$ cat src/rtl/inst_fetch_queue.sv
// inst_fetch_queue
// Instruction prefetch queue between the CPU fetch port and a combinational
// instruction ROM. Owns the fetch PC and reads one ROM word per cycle while
// the queue has room. It buffers {pc, inst} pairs in a DEPTH-entry FIFO and
// hands them to decode over a valid/ready handshake. A redirect flushes the
// queue and restarts fetch at the new (word-aligned) PC.
//
// Optional feature macro: FETCH_QUEUE_BYPASS_EN
//   When defined, an empty queue presents the ROM word directly on the
//   decode outputs in the same cycle. If decode takes it, it is never written.
//
// Ports:
//   clk            in   clock, rising edge
//   rst            in   asynchronous active-low reset
//   rom_ce_o       out  ROM chip enable (a word is fetched this cycle)
//   rom_addr_o     out  ROM byte address (current fetch PC)
//   rom_data_i     in   ROM word, valid in the same cycle
//   redirect_i     in   flush and refetch from redirect_pc_i
//   redirect_pc_i  in   new fetch PC, bits [1:0] ignored
//   if_valid_o     out  head entry valid
//   if_pc_o        out  head entry PC
//   if_inst_o      out  head entry instruction
//   id_ready_i     in   decode accepts head entry this cycle
module inst_fetch_queue #(
  parameter int unsigned DEPTH    = 4,
  parameter logic [31:0] RESET_PC = 32'h0000_0000
) (
  input  logic        clk,
  input  logic        rst,
  output logic        rom_ce_o,
  output logic [31:0] rom_addr_o,
  input  logic [31:0] rom_data_i,
  input  logic        redirect_i,
  input  logic [31:0] redirect_pc_i,
  output logic        if_valid_o,
  output logic [31:0] if_pc_o,
  output logic [31:0] if_inst_o,
  input  logic        id_ready_i
);

  localparam int unsigned AW = $clog2(DEPTH);
  localparam int unsigned CW = AW + 1;
  localparam logic [CW-1:0] C_DEPTH = CW'(DEPTH);
  localparam logic [CW-1:0] C_ONE   = CW'(1);
  localparam logic [AW-1:0] P_ONE   = AW'(1);

  logic [31:0]   r_fetch_pc;
  logic [31:0]   r_pc_mem   [DEPTH];
  logic [31:0]   r_inst_mem [DEPTH];
  logic [AW-1:0] r_wr_ptr;
  logic [AW-1:0] r_rd_ptr;
  logic [CW-1:0] r_count;

  logic w_can_fetch;
  logic w_space;
  logic w_bypass;
  logic w_bypass_take;
  logic w_pop;
  logic w_push;
  logic w_write;
  logic w_read;

  assign w_can_fetch = rst & ~redirect_i;
  assign w_space     = (r_count < C_DEPTH);

`ifdef FETCH_QUEUE_BYPASS_EN
  // An empty queue always has room, so this path never depends on pop and
  // there is no combinational loop through push/pop/valid.
  assign w_bypass      = w_can_fetch & (r_count == '0);
  assign w_bypass_take = w_bypass & id_ready_i;
  assign if_valid_o    = ((r_count != '0) & ~redirect_i) | w_bypass;
  assign if_pc_o       = w_bypass ? r_fetch_pc : r_pc_mem[r_rd_ptr];
  assign if_inst_o     = w_bypass ? rom_data_i : r_inst_mem[r_rd_ptr];
`else
  assign w_bypass      = 1'b0;
  assign w_bypass_take = 1'b0;
  assign if_valid_o    = (r_count != '0) & ~redirect_i;
  assign if_pc_o       = r_pc_mem[r_rd_ptr];
  assign if_inst_o     = r_inst_mem[r_rd_ptr];
`endif

  assign w_pop  = if_valid_o & id_ready_i;
  assign w_push = w_can_fetch & (w_space | w_pop);

  // A bypassed word that decode consumes never touches the storage.
  assign w_write = w_push & ~w_bypass_take;
  assign w_read  = w_pop  & ~w_bypass_take;

  assign rom_ce_o   = w_push;
  assign rom_addr_o = r_fetch_pc;

  always_ff @(posedge clk or negedge rst) begin
    if (!rst) begin
      r_fetch_pc <= RESET_PC;
      r_wr_ptr   <= '0;
      r_rd_ptr   <= '0;
      r_count    <= '0;
      for (int i = 0; i < int'(DEPTH); i++) begin
        r_pc_mem[i]   <= '0;
        r_inst_mem[i] <= '0;
      end
    end else if (redirect_i) begin
      r_fetch_pc <= {redirect_pc_i[31:2], 2'b00};
      r_wr_ptr   <= '0;
      r_rd_ptr   <= '0;
      r_count    <= '0;
    end else begin
      if (w_push) begin
        r_fetch_pc <= r_fetch_pc + 32'd4;
      end
      if (w_write) begin
        r_pc_mem[r_wr_ptr]   <= r_fetch_pc;
        r_inst_mem[r_wr_ptr] <= rom_data_i;
        r_wr_ptr             <= r_wr_ptr + P_ONE;
      end
      if (w_read) begin
        r_rd_ptr <= r_rd_ptr + P_ONE;
      end
      case ({w_write, w_read})
        2'b10:   r_count <= r_count + C_ONE;
        2'b01:   r_count <= r_count - C_ONE;
        default: r_count <= r_count;
      endcase
    end
  end

endmodule

$ cat config.mk
export PLATFORM = sky130hd
export DESIGN_NAME = inst_fetch_queue
export DESIGN_NICKNAME = d
export VERILOG_FILES = /design/src/rtl/inst_fetch_queue.sv
export SDC_FILE = /design/constraint.sdc
export NUM_CORES = 1
export LEC_CHECK = 0
export CAP_MARGIN = 20
export CORE_ASPECT_RATIO = 0.9
export CORE_MARGIN = 4
export CORE_UTILIZATION = 56
export CTS_BUF_LIST = sky130_fd_sc_hd__clkbuf_4 sky130_fd_sc_hd__clkbuf_8 sky130_fd_sc_hd__clkbuf_16
export CTS_CLUSTER_DIAMETER = 40
export DETAILED_ROUTE_END_ITERATION = 8
export PLACE_DENSITY = 0.82
export SLEW_MARGIN = 20
export SYNTH_ARGS = -nofsm -noshare
export SYNTH_HDL_FRONTEND = slang
export SYNTH_SLANG_ARGS = --single-unit
$ cat constraint.sdc
create_clock -name clk -period 2.7 [get_ports clk]
set_input_delay 0.405 -clock clk [delete_from_list [all_inputs] [get_ports clk]]
set_output_delay 0.405 -clock clk [all_outputs]
set_load 0.005 [all_outputs]
==> impl_metrics.csv <==
group,metric,value,unit
status,status,"finished clean",
cts,cts_buffer_depth,3,
timing,period_share,97.5,%
setup_path,cp_max_fo,11,
detailed_routing,viasPerCell,5.78,
grt,antenna_found_initial,1,
synthesis,synthArstFlopShare,100,%
die,die_area,0.0256,mm²
flow_run,maxCapViolCount,0,
power_and_ir_drop,powerDensity,967,mW/mm²
cts,cts_buffers,38,
synthesis,yosysSeqAreaShare,55.0,%
cts,cts_tree,"yes",
die,die_w,168,µm
synthesis,synth_top_area_share,55.0,%
placement,port_buffers,159,
cts,cts_max_level,2,
synthesis,yosysMostFrequentCell,"dfrtp_1",
synthesis,synth_area,0.0130,mm²
setup_path,cp_data_required_time,2300,ps
cells_and_area,area_delta_synth_final,26.6,%
detailed_routing,num_vias,7830,
synthesis,yosys-top-cells-area,"dfrtp_1, mux2_2, mux4_2",
synthesis,synth_top_cell_by_area,"dfrtp_1",
placement,place_ws,295,ps
cts,clk_pin_slew,50,ps
cells_and_area,drive_gt1_share,40.7,%
power_and_ir_drop,ir_drop,0.000677,V
timing,setup_viol,0,
grt,grt_first_pass_wirelength,46100,µm
cts,cts-root-buf,"clkbuf_16",
timing,tightestPinTransition,986,ps
synthesis,ys.flop_type,"dfrtp_1",
cells_and_area,nets,1105,
setup_path,critical_path_class,"flip-flop to output port",
detailed_routing,first_pass_iters,4,
die,fp.dieH,152,µm
synthesis,synth_compound_area_share,1.53,%
setup_path,worstSetupEndpointType,"output port",
setup_path,critical_path_arrival,2230,ps
cells_and_area,n_antenna_cell,0,
cts,clock_sinks,285,
timing,clock_skew,17.2,ps
synthesis,synth_cells,850,
timing,slew_headroom,34.3,%
grt,grt_max_degree,80,
detailed_routing,detail-route-antenna-nets,0,
cts,insertion_delay,510,ps
die,std_cell_rows,52,
synthesis,yosys.area_share.simple,4.06,%
synthesis,synthMuxAreaShare,32.8,%
synthesis,synth.distinct_cells,38,
detailed_routing,post_drt_wl_per_cell,21.2,µm
timing,fmax,380,MHz
synthesis,avgSynthCellArea,15.2,µm²
die,core,0.0226,mm²
timing,setup_slack,68.2,ps
grt,gr-total-overflow,0,
synthesis,synth-edff-count,0,
detailed_routing,drt_wl_total,28700,µm
synthesis,synth-seq-cells,285,
die,ios,166,
power_and_ir_drop,p_leak,7.58,nW
setup_path,worst_setup_path_start_kind,"flip-flop",
die,start_util,57.2,%
timing,hold_viol,0,
worst_hold_path,hold_path.class,"input pin to flip-flop",
grt,grt_pass1_vias,8417,
synthesis,synth_top_family_by_area,"multiplexers",
timing,fin_crit,2630,ps
detailed_routing,drtIter0Drc,505,
synthesis,synth_common_cells,"dfrtp_1, mux2_2, mux4_2, nand2_1, o21ai_0",
grt,grtUsageTotal,22.4,%
placement,gp_congestion,0.771,
timing,drv_slew,0,
detailed_routing,drc,0,
synthesis,yosysWarnings,0,
placement,hpwl,17000,µm
synthesis,synthAdderAreaFrac,0.637,%
cells_and_area,final_core_utilization,72.5,%
timing,worst_hold_slack,292,ps
synthesis,synth-xor-area-share,2.16,%
==> per-layer routing <==
| layer | vias to the layer above | global-route usage, % | wire length (µm) |
|---|---|---|---|
| li1 | 3475 | - | - |
| met1 | 4093 | 31.5 | 12600 |
| met2 | 217 | 36.1 | 13800 |
| met3 | 43 | 5.34 | 1810 |
| met4 | 2 | 4.98 | 459 |
| met5 | - | 0 | 20 |
==> metrics by stage <==
| step | instance area [µm²] | std cells | TNS [ps] | power, mW |
|---|---|---|---|---|
| floorplan | 13000 | 853 | 0 | 9.01 |
| global placement | 14800 | 1273 | 0 | 10.8 |
| detailed placement | 14800 | 1273 | 0 | 11.0 |
| CTS | 16200 | 1342 | 0 | 16.0 |
| global route | 16400 | 1354 | -9.99 | 16.7 |
| finish | 16400 | 1354 | 0 | 15.9 |
==> registers in the layout, summed over array words and instances, names as in the netlist <==
signal      flops
r_wr_ptr        2
r_pc_mem      120
r_inst_mem    128
rom_addr_o     30
r_rd_ptr        2
r_count         3
==> where the power goes <==
group	leakage (nW)	switching, mW	total [mW]	internal [mW]
sequential	3.59	0.840	6.58	5.74
combinational	3.38	1.43	4.32	2.89
clock	0.617	1.85	4.96	3.11
total	7.58	4.13	15.9	11.7
==> critical path, stage by stage (launching register included) <==
cell and delay [ps]:
dfrtp_4 550, buf_16 190, mux4_2 510, clkdlybuf4s50_1 470
==> kinds of logic (layout without fill, tap and decap cells) <==
family	count (synthesis)	after routing
AOI/OAI and AO/OA	37	37
muxes	315	315
xor gates and xnor gates	32	32
and+or+nand+nor	104	104
other	1	4
DFF	285	285
adders and majority gates	6	6
buffers and inverters	70	274
==> area by class of cell <==
class / instances / area, µm²
Fill cell: 1450 / 6230
Clock inverter: 20 / 213
Inverter: 7 / 26.3
Timing Repair Buffer: 201 / 2220
Sequential cell: 285 / 7140
Multi-Input combinational cell: 498 / 5380
Clock buffer: 46 / 1070
Tap cell: 297 / 372
==> cells in the final DEF (no fill, tap or decap), types with 3 or more instances in the layout <==
cell	Yosys	final
and3_1	5	5
conb_1	1	4
mux2_2	249	249
clkinv_2	0	5
nor3_1	6	6
dfrtp_1	285	283
bufinv_16	0	3
clkinv_4	0	3
dlymetal6s2s_1	0	37
buf_12	0	10
o21ai_0	31	31
nand2_1	37	37
buf_16	0	3
clkbuf_16	0	42
mux2i_1	3	3
clkbuf_8	0	6
clkdlybuf4s50_1	0	100
nand4_1	14	14
clkinvlp_4	0	6
inv_6	0	3
xor2_1	22	22
nand3_1	11	11
nand2_4	0	4
ha_1	5	5
inv_1	7	7
nor2_1	16	16
xnor2_1	10	10
mux4_2	63	63
buf_4	4	25
dlygate4sd2_1	0	19
==> repair_timing <==
| item | CTS | global route |
|---|---|---|
| resized for setup | 22 | 39 |
| hold buffers | 2 | 0 |
| hold endpoints to repair | 40 | 0 |
| gates cloned | 1 | 3 |
| setup endpoints to repair | 42 | 40 |
| setup buffers | 0 | 9 |
==> worst paths after layout <==
check,from,to,slack [ps],cells after the start
setup / recovery,r_rd_ptr[0],if_inst_o[29],70,3
hold / removal,redirect_i,r_rd_ptr[1],290,2
setup reg to reg,r_count[1],r_count[2],570,8
hold reg to reg,r_pc_mem[19],r_pc_mem[19],500,1
max in group asynchronous,rst,r_inst_mem[98],1230,3
min in group asynchronous,rst,r_inst_mem[113],490,3
No activity file was read; power rests on OpenSTA's default activity.
